[src/rtl/bit_serial_alu_if.sv]
// Operand/result handshake bundle for bit_serial_alu.
// BSALU_OVERFLOW_EN adds the signed-overflow flag to the result side.
interface bit_serial_alu_if #(
  parameter int WIDTH = 8
);
  logic             in_valid;
  logic             in_ready;
  logic [2:0]       op;
  logic [WIDTH-1:0] a;
  logic [WIDTH-1:0] b;
  logic             out_valid;
  logic             out_ready;
  logic [WIDTH-1:0] result;
  logic             carry;
  logic             zero;
`ifdef BSALU_OVERFLOW_EN
  logic             overflow;
`endif

  modport master (
    output in_valid, op, a, b, out_ready,
    input  in_ready, out_valid, result, carry, zero
`ifdef BSALU_OVERFLOW_EN
    , input overflow
`endif
  );

  modport slave (
    input  in_valid, op, a, b, out_ready,
    output in_ready, out_valid, result, carry, zero
`ifdef BSALU_OVERFLOW_EN
    , output overflow
`endif
  );
endinterface

[src/rtl/bit_serial_alu.sv]
// Bit-serial ALU: one full-adder/logic slice, LSB first, one bit per clock.
// Optional signed overflow flag when BSALU_OVERFLOW_EN is defined.
module bit_serial_alu #(
  parameter int WIDTH = 8
) (
  input logic              clk,
  input logic              rst_n,
  bit_serial_alu_if.slave  bus
);
  localparam int CW = $clog2(WIDTH);

  localparam logic [2:0] OP_AND  = 3'b000;
  localparam logic [2:0] OP_OR   = 3'b001;
  localparam logic [2:0] OP_XOR  = 3'b010;
  localparam logic [2:0] OP_NAND = 3'b011;
  localparam logic [2:0] OP_ADD  = 3'b100;
  localparam logic [2:0] OP_SUB  = 3'b101;
  localparam logic [2:0] OP_NOT  = 3'b110;

  typedef enum logic [1:0] {IDLE, SHIFT, DONE} state_e;

  state_e           state_q;
  logic [WIDTH-1:0] a_q, b_q, res_q;
  logic [WIDTH-2:0] sr_q;
  logic [2:0]       op_q;
  logic [CW-1:0]    cnt_q;
  logic             c_q, carry_q, zero_q, in_ready_q, out_valid_q;
`ifdef BSALU_OVERFLOW_EN
  logic             ovf_q;
`endif

  logic             a0, b0, arith, sum, cout, bit_d, last;
  logic [WIDTH-1:0] sr_d;

  always_comb begin
    a0    = a_q[0];
    b0    = (op_q == OP_SUB) ? ~b_q[0] : b_q[0];
    arith = (op_q == OP_ADD) || (op_q == OP_SUB);
    sum   = a0 ^ b0 ^ c_q;
    cout  = (a0 & b0) | (c_q & (a0 ^ b0));
    case (op_q)
      OP_AND:  bit_d = a0 & b0;
      OP_OR:   bit_d = a0 | b0;
      OP_XOR:  bit_d = a0 ^ b0;
      OP_NAND: bit_d = ~(a0 & b0);
      OP_ADD,
      OP_SUB:  bit_d = sum;
      OP_NOT:  bit_d = ~a0;
      default: bit_d = a0;
    endcase
    // New bit enters at the MSB so the LSB-first stream lands aligned after WIDTH shifts
    sr_d = {bit_d, sr_q};
    last = (cnt_q == CW'(WIDTH - 1));
  end

  always_ff @(posedge clk) begin
    if (!rst_n) begin
      state_q     <= IDLE;
      a_q         <= '0;
      b_q         <= '0;
      sr_q        <= '0;
      res_q       <= '0;
      op_q        <= '0;
      cnt_q       <= '0;
      c_q         <= 1'b0;
      carry_q     <= 1'b0;
      zero_q      <= 1'b0;
      in_ready_q  <= 1'b1;
      out_valid_q <= 1'b0;
`ifdef BSALU_OVERFLOW_EN
      ovf_q       <= 1'b0;
`endif
    end else begin
      case (state_q)
        IDLE: if (bus.in_valid) begin
          a_q        <= bus.a;
          b_q        <= bus.b;
          op_q       <= bus.op;
          c_q        <= (bus.op == OP_SUB);
          cnt_q      <= '0;
          in_ready_q <= 1'b0;
          state_q    <= SHIFT;
        end
        SHIFT: begin
          sr_q  <= sr_d[WIDTH-1:1];
          a_q   <= a_q >> 1;
          b_q   <= b_q >> 1;
          cnt_q <= cnt_q + CW'(1);
          if (arith) c_q <= cout;
          if (last) begin
            res_q       <= sr_d;
            carry_q     <= arith & cout;
            zero_q      <= (sr_d == '0);
`ifdef BSALU_OVERFLOW_EN
            // carry into MSB is c_q, carry out of MSB is cout
            ovf_q       <= arith & (c_q ^ cout);
`endif
            out_valid_q <= 1'b1;
            state_q     <= DONE;
          end
        end
        DONE: if (bus.out_ready) begin
          out_valid_q <= 1'b0;
          in_ready_q  <= 1'b1;
          state_q     <= IDLE;
        end
        default: state_q <= IDLE;
      endcase
    end
  end

  assign bus.in_ready  = in_ready_q;
  assign bus.out_valid = out_valid_q;
  assign bus.result    = res_q;
  assign bus.carry     = carry_q;
  assign bus.zero      = zero_q;
`ifdef BSALU_OVERFLOW_EN
  assign bus.overflow  = ovf_q;
`endif
endmodule

[src/flat_wrapper.sv]
// flat-port wrapper written by rule: the top's interface ports become plain ports
module bit_serial_alu_flat 
#(
  parameter int WIDTH = 8
)
  (clk, rst_n, bus_in_valid, bus_op, bus_a, bus_b, bus_out_ready, bus_in_ready, bus_out_valid, bus_result, bus_carry, bus_zero);
  bit_serial_alu_if #(.WIDTH(WIDTH)) bus_i ();
  input logic clk;
  input logic rst_n;
  input wire logic [$bits(bus_i.in_valid)-1:0] bus_in_valid;
  input wire logic [$bits(bus_i.op)-1:0] bus_op;
  input wire logic [$bits(bus_i.a)-1:0] bus_a;
  input wire logic [$bits(bus_i.b)-1:0] bus_b;
  input wire logic [$bits(bus_i.out_ready)-1:0] bus_out_ready;
  output wire logic [$bits(bus_i.in_ready)-1:0] bus_in_ready;
  output wire logic [$bits(bus_i.out_valid)-1:0] bus_out_valid;
  output wire logic [$bits(bus_i.result)-1:0] bus_result;
  output wire logic [$bits(bus_i.carry)-1:0] bus_carry;
  output wire logic [$bits(bus_i.zero)-1:0] bus_zero;
  assign bus_i.in_valid = bus_in_valid;
  assign bus_i.op = bus_op;
  assign bus_i.a = bus_a;
  assign bus_i.b = bus_b;
  assign bus_i.out_ready = bus_out_ready;
  assign bus_in_ready = bus_i.in_ready;
  assign bus_out_valid = bus_i.out_valid;
  assign bus_result = bus_i.result;
  assign bus_carry = bus_i.carry;
  assign bus_zero = bus_i.zero;
  bit_serial_alu #(.WIDTH(WIDTH)) u_core (.clk(clk), .rst_n(rst_n), .bus(bus_i));
endmodule
[config.mk]
export PLATFORM = sky130hd
export DESIGN_NAME = bit_serial_alu_flat
export DESIGN_NICKNAME = d
export VERILOG_FILES = /design/src/rtl/bit_serial_alu_if.sv /design/src/rtl/bit_serial_alu.sv /design/src/flat_wrapper.sv
export SDC_FILE = /design/constraint.sdc
export NUM_CORES = 1
export LEC_CHECK = 0
export CAP_MARGIN = 20
export CORE_ASPECT_RATIO = 0.9
export CORE_UTILIZATION = 55
export DETAILED_ROUTE_END_ITERATION = 8
export GPL_ROUTABILITY_DRIVEN = 0
export GPL_TIMING_DRIVEN = 0
export HOLD_SLACK_MARGIN = 0.08
export PLACE_DENSITY = 0.89
export SYNTH_ARGS = -nofsm -noshare
export SYNTH_HDL_FRONTEND = slang
export SYNTH_SLANG_ARGS = --single-unit
export TNS_END_PERCENT = 30
[constraint.sdc]
create_clock -name clk -period 6.2 [get_ports clk]
set_clock_uncertainty 0.15 [all_clocks]
set_input_delay 0.93 -clock clk [delete_from_list [all_inputs] [get_ports clk]]
set_output_delay 0.93 -clock clk [all_outputs]
set_load 0.05 [all_outputs]
==> results.toml, run 1 <==
[timing]
maxSlewHeadroom_pct = 65.0
fin_crit_sh_pct = 41.1
grt_setup_unrepaired = "false"
final-setup-viol-count = 0
fin_tns_setup_ns = 0
min_period_ns = 2.55
slew_violations = 0
max_freq_mhz = 392
hold_violations = 0
tightest_slew_ns = 0.525
setup_slack_ns = 3.65

[critical_path]
cp_num_buf_inv = 1
reg2regPathDepth = 9
critical_path.slowest_cell = "clkdlybuf4s50_1"
worstPathArrival_ns = 1.47
critical_path_class = "reg2out"
path_cells = "clkdlybuf4s50_1"
r2r_slack_ns = 3.88
worstPathRequired_ns = 5.12
crit_family = "buffers and inverters"
end_kind = "primary output"
max_stage_delay_ns = 0.81
worstSetupStartpointType = "flip-flop"
worst-path-max-fanout = 3
cp.depth = 1

[routing]
postRouteAntennaNets = 0
drcViolationCount = 0
route.detailed.wl_per_inst_um = 13.1
num_vias = 1806
totalWireLength_um = 4270
drt_iter0_markers = 150
routed_via_density = 5.56
drt_first_pass_iters = 4

[run]
max_cap_viol_count = 0

[power_and_ir_drop]
combPwrFrac_pct = 14.5
pwr_density_cell_mw_per_mm2 = 237
intPower_uw = 422
ir_drop_uv = 144
clkPwrFrac_pct = 32.0
switchingPower_uw = 151
power_leakage_uw = 0.000911
p_seq_share_pct = 53.5
p_sw_share_pct = 26.3

[clock_tree]
cts.sinks = 44
clk_pin_slew_ns = 0.08
cts_resized = 0
clock_latency_ns = 0.30
post_cts_buffers = 0
clock_path_buffers = 2
numCtsBuffers = 5
cts_tree = "yes"
cts-root-buf = "clkbuf_8"
hold_buffers = 0
htree_levels = 2

[cells_and_area]
num-fill-cells = 282
regArea_um2 = 881
final_area_mm2 = 0.00242
area_growth_syn_to_layout_pct = 25.3
stdcell_count = 325
num_antenna_cells = 0
final_util_pct = 72.1
multi_input_area_um2 = 926
nNetsFinal = 308
drive_gt1_share_pct = 8.19

[place]
place_hpwl_um = 3090
dp_cells = 317
dpl_worst_slack_ns = 3.50
dpl_cell_area_mm2 = 0.00232
portBuffers = 34

[grt]
grt.overflow.total = 0
grt_max_degree = 14
grt_antenna_before_repair = 0
track_usage_pct = 24.6
grt_pass1_wl_um = 7010
first_global_vias = 1583

[synthesis]
synthAdderAreaFrac_pct = 3.63
postSynthNetCount = 267
synth_compound_area_share_pct = 18.9
netlist_area_mm2 = 0.00193
synth_mux_area_share_pct = 0
synthCells = 239
yosysMostFrequentCell = "nand2_1"
synth_edf_count = 0
syn_area_per_cell_um2 = 8.07
synth_top_area_share_pct = 45.7
synthXorXnorAreaFrac_pct = 0.454
synth_seq_area_share_pct = 45.7
async_flop_share_pct = 0
ys_warn_count = 0
synth-main-ff-cell = "dfxtp_1"
synthDistinctLibCells = 33
synth_top_family_by_area = "simple AND/OR/NAND/NOR gates"
yosys.area.top_type = "dfxtp_1"
ys_ff_latch = 44
synth_common_cells = "nand2_1, dfxtp_1, a21oi_1"
yosys.area_share.simple_pct = 25.0
synthTopCellsByArea = "dfxtp_1, nand2_1, a21oi_1, a311oi_1, nor2_1"

[floorplan]
initial_core_util_pct = 57.5
fp.dieArea_mm2 = 0.00375
rows = 20
die_w_um = 64.4
die_h_um = 58.2
core_mm2 = 0.00335
io_pins = 35

[min_path]
hold_depth = 2
hp-class = "reg2reg"

[status]
status = "finished, final reports clean"
## kinds of logic after synthesis
family | count (synthesis)
compound gates | 54
flops | 44
fa+ha+maj | 5
simple gates | 109
buf+inv | 26
xor+xnor | 1
## state kept, by name, indices dropped and copies added, names as in the netlist
signal,flops
u_core.bus.result,8
u_core.state_q,2
u_core.a_q,8
u_core.cnt_q,3
u_core.bus.in_ready,1
u_core.op_q,3
u_core.c_q,1
u_core.bus.carry,1
u_core.sr_q,7
u_core.b_q,8
u_core.bus.zero,1
u_core.bus.out_valid,1
## layout make-up
| class | instances | area share, % |
|---|---|---|
| multi-input cells | 169 | 38.3 |
| flip-flops and latches | 44 | 36.4 |
| repair buffers | 34 | 14.1 |
| plain buffers | 17 | 3.67 |
| clock buffers | 6 | 3.42 |
| well taps | 44 | 2.28 |
| inverters | 9 | 1.40 |
| clock inverters | 2 | 0.414 |
## power by group through the flow
| stage | combinational [µW] | clock [µW] | sequential, µW |
|---|---|---|---|
| floorplan | 50.6 | 0 | 312 |
| global placement | 80.4 | 0 | 312 |
| detailed placement | 82.4 | 0 | 313 |
| CTS | 82.8 | 186 | 306 |
| global route | 91.3 | 197 | 308 |
| finish | 82.9 | 183 | 306 |
## path summary, 6_finish.rpt
check,end,start
worst max-delay path,bus_in_ready,u_core.bus.in_ready
worst min-delay path,u_core.bus.result[3],u_core.bus.result[3]
worst max register to register,u_core.bus.result[7],u_core.op_q[1]
worst min register to register,u_core.bus.result[3],u_core.bus.result[3]
## tightest hold or removal path, stage by stage, from the launching register on
cell and delay, ns:
dfxtp_1 0.31, nand2_1 0.05, a21oi_1 0.05
## layout by cell type (no fill, tap or decap), types with 2 or more instances in the layout
master	instances
clkbuf_1	7
clkinv_2	2
buf_2	8
nor3b_1	2
a21oi_1	27
nor3_1	2
nand2b_1	3
a311oi_1	14
inv_1	8
dfxtp_1	44
clkbuf_8	6
nand3b_1	4
a41o_1	2
nor2_1	17
nand3_1	7
o21ai_0	3
a31oi_1	2
nand2_1	67
clkdlybuf4s50_1	34
ha_1	4
o41ai_1	2
buf_6	2
## per-stage QoR
stage | power (µW) | hold WS (ns)
6_report | 573 | 0.309
5_1_grt | 596 | 0.327
4_1_cts | 575 | 0.312
3_5_place_dp | 395 | 0.302
3_3_place_gp | 392 | 0.294
2_1_floorplan | 363 | 0.290
## layer usage
layer  GRT usage (%)  share of wire, %  vias to the layer above  routed length [µm]
li1                -                 -                      902                   -
met4            11.1               1.6                        0                  70
met1            32.8                45                      828                1930
met3            5.12               6.8                        7                 289
met5               0                 0                        -                   0
met2            38.5                46                       69                1980
Power figures use the tool's default switching activity.
==> inputs of run 2 (changes only) <==
--- a/config.mk
+++ b/config.mk
@@ -7,12 +7,12 @@
 export LEC_CHECK = 0
 export CAP_MARGIN = 20
 export CORE_ASPECT_RATIO = 0.9
-export CORE_UTILIZATION = 55
+export CORE_UTILIZATION = 51
 export DETAILED_ROUTE_END_ITERATION = 8
 export GPL_ROUTABILITY_DRIVEN = 0
 export GPL_TIMING_DRIVEN = 0
 export HOLD_SLACK_MARGIN = 0.08
-export PLACE_DENSITY = 0.89
+export PLACE_DENSITY = 0.84
 export SYNTH_ARGS = -nofsm -noshare
 export SYNTH_HDL_FRONTEND = slang
 export SYNTH_SLANG_ARGS = --single-unit
==> constraint.sdc (replaced) <==
create_clock -name clk -period 2.6 [get_ports clk]
set_clock_uncertainty 0.15 [all_clocks]
set_input_delay 0.39 -clock clk [delete_from_list [all_inputs] [get_ports clk]]
set_output_delay 0.39 -clock clk [all_outputs]
set_load 0.05 [all_outputs]
==> run 2 against run 1 <==
  * Sequential cell count unchanged
  * Sequential power up 140%
  * Final area increased by 0.78%
  * Setup slack got worse by 3.4 ns
  * Sequential share of layout area decreased by 0.28 points
  * Worst hold slack about the same
  * Register-to-register slack got worse by 3.6 ns
  * Clock power rose to 2.8 times the previous value
  * Count of clock-buffer cells in the layout shrank 1
  * Critical endpoint is now u_core.bus.result[7]
  * Largest cell class unchanged
  * Largest power group unchanged
==> results.toml, run 2 (synthesis results as in run 1) <==
[critical_path]
cp-startpoint = "u_core.op_q[1]"
r2r_slack_ns = 0.25
critical_path_class = "reg2reg"
reg2regPathDepth = 9
path_cells = "buf_2 -> nand3b_1 -> xnor2_1 -> inv_1 -> fa_1 -> inv_1 -> o221ai_1 -> o311a_1 -> o41ai_1"
worstPathArrival_ns = 2.40
worstSetupStartpointType = "flip-flop"
critical_path.slowest_cell = "fa_1"
crit_top_cell = "inv_1"
end_kind = "flip-flop"
worstPathRequired_ns = 2.65
worst-path-max-fanout = 9
rr_endpoint = "u_core.bus.result[7]"
r2r_start = "u_core.op_q[1]"
max_stage_delay_ns = 0.44

[clock_tree]
hold_buffers = 0
cts_resized = 0
clock_path_buffers = 2
clk_pin_slew_ns = 0.08
cts.sinks = 44
post_cts_buffers = 0
cts-root-buf = "clkbuf_8"
clock_latency_ns = 0.30
numCtsBuffers = 5
cts_tree = "yes"
htree_levels = 2

[cells_and_area]
regArea_um2 = 881
stdcell_count = 325
drive_gt1_share_pct = 8.19
num_antenna_cells = 0
num-fill-cells = 306
final_common_cell = "nand2_1"
area_growth_syn_to_layout_pct = 26.3
multi_input_area_um2 = 926
final_cell_mix = "nand2_1, dfxtp_1, clkdlybuf4s50_1, a21oi_1, nor2_1"
final_util_pct = 69.5
nNetsFinal = 308

[timing]
fin_tns_setup_ns = 0
final-setup-viol-count = 0
tightest_slew_ns = 0.504
hold_violations = 0
max_freq_mhz = 426
fin_crit_sh_pct = 90.2
min_period_ns = 2.35
maxSlewHeadroom_pct = 66.4
grt_setup_unrepaired = "false"
setup_slack_ns = 0.254
slew_violations = 0

[routing]
drt_first_pass_iters = 4
drcViolationCount = 0
postRouteAntennaNets = 0
totalWireLength_um = 4400
num_vias = 1773
routed_via_density = 5.46
drt_iter0_markers = 94
route.detailed.wl_per_inst_um = 13.5

[floorplan]
fp.dieArea_mm2 = 0.00403
initial_core_util_pct = 55.1
die_h_um = 60.4
die_w_um = 66.8
rows = 20
core_mm2 = 0.00350
io_pins = 35

[power_and_ir_drop]
p_seq_share_pct = 50.5
clkPwrFrac_pct = 35.8
ir_drop_uv = 391
power_leakage_uw = 0.000914
p_sw_share_pct = 25.4
power.total_uw = 1450
combPwrFrac_pct = 13.8
switchingPower_uw = 368
intPower_uw = 1080
pwr_density_cell_mw_per_mm2 = 594

[place]
portBuffers = 34
dp_cells = 317
dpl_worst_slack_ns = 0.314
place_hpwl_um = 3120

[grt]
grt.overflow.total = 0
first_global_vias = 1570
grt_pass1_wl_um = 7120
grt_antenna_before_repair = 0
grt_max_degree = 15
track_usage_pct = 24.0

[min_path]
hp-class = "reg2reg"
hold_start = "u_core.bus.result[1]"
hold_depth = 2
holdPathEnd = "u_core.bus.result[1]"

[run]
max_cap_viol_count = 0

[status]
status = "finished, final reports clean"
[run 2: cell types whose count changed in the layout (fill, tap and decap cells not counted), sizes merged]
cell and delta:
bufinv +1, clkbuf -1, clkinv -1, clkinvlp +1
[run 2: layer usage]
metal	vias up	GRT usage, %	part of all wire, %
li1	905	-	-
met1	812	31.5	48
met2	47	38.1	46
met3	9	6.95	4.6
met4	0	7.90	1.6
met5	-	0	0
[run 2: stage by stage]
| stage | instance area, µm² | hold WS (ns) |
|---|---|---|
| 6_report | 2440 | 0.310 |
| 5_1_grt | 2440 | 0.337 |
| 4_1_cts | 2440 | 0.311 |
| 3_5_place_dp | 2320 | 0.300 |
| 3_3_place_gp | 2320 | 0.294 |
| 2_1_floorplan | 1930 | 0.290 |
[run 2: power groups by stage]
stage | clock network [µW] | registers [µW] | logic [µW]
floorplan | 0 | 745 | 121
global placement | 0 | 744 | 193
detailed placement | 0 | 745 | 197
CTS | 524 | 730 | 199
global route | 560 | 735 | 222
finish | 517 | 731 | 199
[run 2: how the worst max path moves through the flow]
| stage | to | slack, ns | cells after the start |
|---|---|---|---|
| after floorplan | u_core.bus.result[7] | 0.48 | 9 |
| after global placement | u_core.bus.result[7] | 0.36 | 9 |
| after detailed placement | u_core.sr_q[6] | 0.31 | 9 |
| after CTS | u_core.sr_q[6] | 0.25 | 9 |
| after global routing | u_core.bus.result[7] | 0.008 | 9 |
| final | u_core.bus.result[7] | 0.25 | 9 |
[run 2: layout make-up]
type                            count  share of cell area [%]
Inverter                            9                    1.39
Sequential cell                    44                    36.2
Buffer                             17                    3.65
Multi-Input combinational cell    169                    38.0
Tap cell                           44                    2.26
Clock buffer                        5                    2.82
Clock inverter                      3                    1.75
Timing Repair Buffer               34                    14.0
[run 2: worst max-delay path, delay by kind of cell, from the launching register on]
family                   cells  cell delay (ns)
AO/OA/AOI/OAI                3             0.63
flip-flops                   1             0.30
XOR/XNOR                     1             0.22
buffers and inverters        3             0.33
AND/OR/NAND/NOR              1             0.18
adder cells (fa/ha/maj)      1             0.44
==> inputs of run 3 (changes only) <==
--- a/config.mk
+++ b/config.mk
@@ -10,9 +10,10 @@
 export CORE_UTILIZATION = 51
 export DETAILED_ROUTE_END_ITERATION = 8
 export GPL_ROUTABILITY_DRIVEN = 0
-export GPL_TIMING_DRIVEN = 0
 export HOLD_SLACK_MARGIN = 0.08
 export PLACE_DENSITY = 0.84
+export SETUP_SLACK_MARGIN = 0.4
+export SLEW_MARGIN = 20
 export SYNTH_ARGS = -nofsm -noshare
 export SYNTH_HDL_FRONTEND = slang
 export SYNTH_SLANG_ARGS = --single-unit
==> run 3 against run 2 <==
  * Register-to-register slack better by 0.19 ns
  * Utilization shrank 0.29 points
  * Count of clock-buffer cells in the layout up 3
  * Via count fell by 0.85%
  * Final cell count fell by 3.1%
  * Global-route usage is 1.0 points lower
  * Worst hold slack got worse by 0.0024 ns
  * Final area shrank 0.41%
  * First-iteration DRC count increased by 39%
  * Clock power is 14% lower
  * Die area unchanged
  * Setup slack improved by 0.19 ns
  * Largest cell class unchanged
==> results.toml, run 3 (synthesis results as in run 1) <==
[status]
status = "finished, final reports clean"

[cells_and_area]
final_cell_mix = "nand2_1, dfxtp_1, clkdlybuf4s50_1, a21oi_1, nor2_1"
nNetsFinal = 298
final_util_pct = 69.3
final_common_cell = "nand2_1"
drive_gt1_share_pct = 9.23
num_antenna_cells = 0
area_growth_syn_to_layout_pct = 25.7

[routing]
postRouteAntennaNets = 0
routed_via_density = 5.58
drcViolationCount = 0
num_vias = 1758
totalWireLength_um = 4160
drt_first_pass_iters = 4
route.detailed.wl_per_inst_um = 13.2
drt_iter0_markers = 131

[clock_tree]
clk_pin_slew_ns = 0.08
clock_latency_ns = 0.30
cts.sinks = 44
numCtsBuffers = 5
clock_path_buffers = 2
cts_tree = "yes"
cts-root-buf = "clkbuf_8"
htree_levels = 2

[power_and_ir_drop]
pwr_density_cell_mw_per_mm2 = 566
ir_drop_uv = 352
power_leakage_uw = 0.000912

[floorplan]
core_mm2 = 0.00350
io_pins = 35
die_w_um = 66.8
fp.dieArea_mm2 = 0.00403
die_h_um = 60.4
initial_core_util_pct = 55.1
rows = 20

[grt]
grt_max_degree = 34
track_usage_pct = 22.9
grt.overflow.total = 0
grt_antenna_before_repair = 0
grt_pass1_wl_um = 6820
first_global_vias = 1549

[timing]
hold_violations = 0
grt_setup_unrepaired = "true"
setup_slack_ns = 0.448
fin_crit_sh_pct = 82.8
slew_violations = 0
fin_tns_setup_ns = 0
tightest_slew_ns = 0.498
final-setup-viol-count = 0
maxSlewHeadroom_pct = 66.7
min_period_ns = 2.15
max_freq_mhz = 465

[critical_path]
worstSetupStartpointType = "flip-flop"
worstPathRequired_ns = 2.70
worst-path-max-fanout = 3
end_kind = "flip-flop"
worstPathArrival_ns = 2.26
critical_path_class = "reg2reg"

[place]
dpl_worst_slack_ns = 0.374
place_hpwl_um = 2730
portBuffers = 34

[min_path]
hp-class = "reg2reg"

[run]
max_cap_viol_count = 0
[run 3: cell count changes in the layout (fill, tap and decap cells not counted), moves of 3 or more]
cell | before | now
dfxtp_1 | 44 | 41
buf_4 | 0 | 6
clkbuf_1 | 7 | 2
buf_2 | 8 | 0
[run 3: critical path, stage by stage, from the launching register on]
cell and delay (ns):
dfxtp_4 0.35, nand3b_1 0.16, xnor2_1 0.20, inv_1 0.09
fa_1 0.49, inv_1 0.05, o221ai_2 0.14, o311a_1 0.28
a41o_1 0.19
[run 3: repair_timing]
| item | 4_1_cts | 5_1_grt |
|---|---|---|
| setup endpoints to repair | 2 | 3 |
| hold buffers | 0 | 0 |
| cloned | 0 | 0 |
| buffers inserted | 0 | 1 |
| pin swaps | 0 | 3 |
| gates resized for setup | 4 | 4 |
[run 3: worst paths after layout]
path	slack, ns	end	cells past startpoint	startpoint
worst max-delay path	0.45	u_core.bus.zero	8	u_core.op_q[1]
worst min-delay path	0.31	u_core.bus.result[2]	2	u_core.bus.result[2]
worst max register to register	0.45	u_core.bus.zero	8	u_core.op_q[1]
worst min register to register	0.31	u_core.bus.result[2]	2	u_core.bus.result[2]
[run 3: cell type report]
cell class,count,area (µm²)
well taps,44,55.1
multi-input cells,169,952
fillers,299,1080
inverters,9,33.8
flip-flops and latches,44,890
repair buffers,41,405
clock buffers,8,90.1
[run 3: where the power goes]
part	internal (µW)	leakage (µW)	switching [µW]	total, µW
combinational	89.0	0.000505	107	196
clock	217	0.0000455	228	445
sequential	707	0.000361	24.7	731
[run 3: metrics by stage]
step,hold slack (ns),cells,area [µm²],total power (µW)
floorplan,0.290,239,1930,866
global route,0.330,315,2430,1430
CTS,0.310,314,2400,1370
detailed placement,0.299,306,2300,936
finish,0.307,315,2430,1370
global placement,0.293,306,2300,930
[run 3: routing by layer]
layer | wire length, µm | GRT usage [%] | up-vias
li1 | - | - | 887
met1 | 2060 | 29.6 | 832
met2 | 1880 | 36.2 | 31
met3 | 135 | 4.89 | 8
met4 | 83 | 12.2 | 0
met5 | 0 | 0 | -
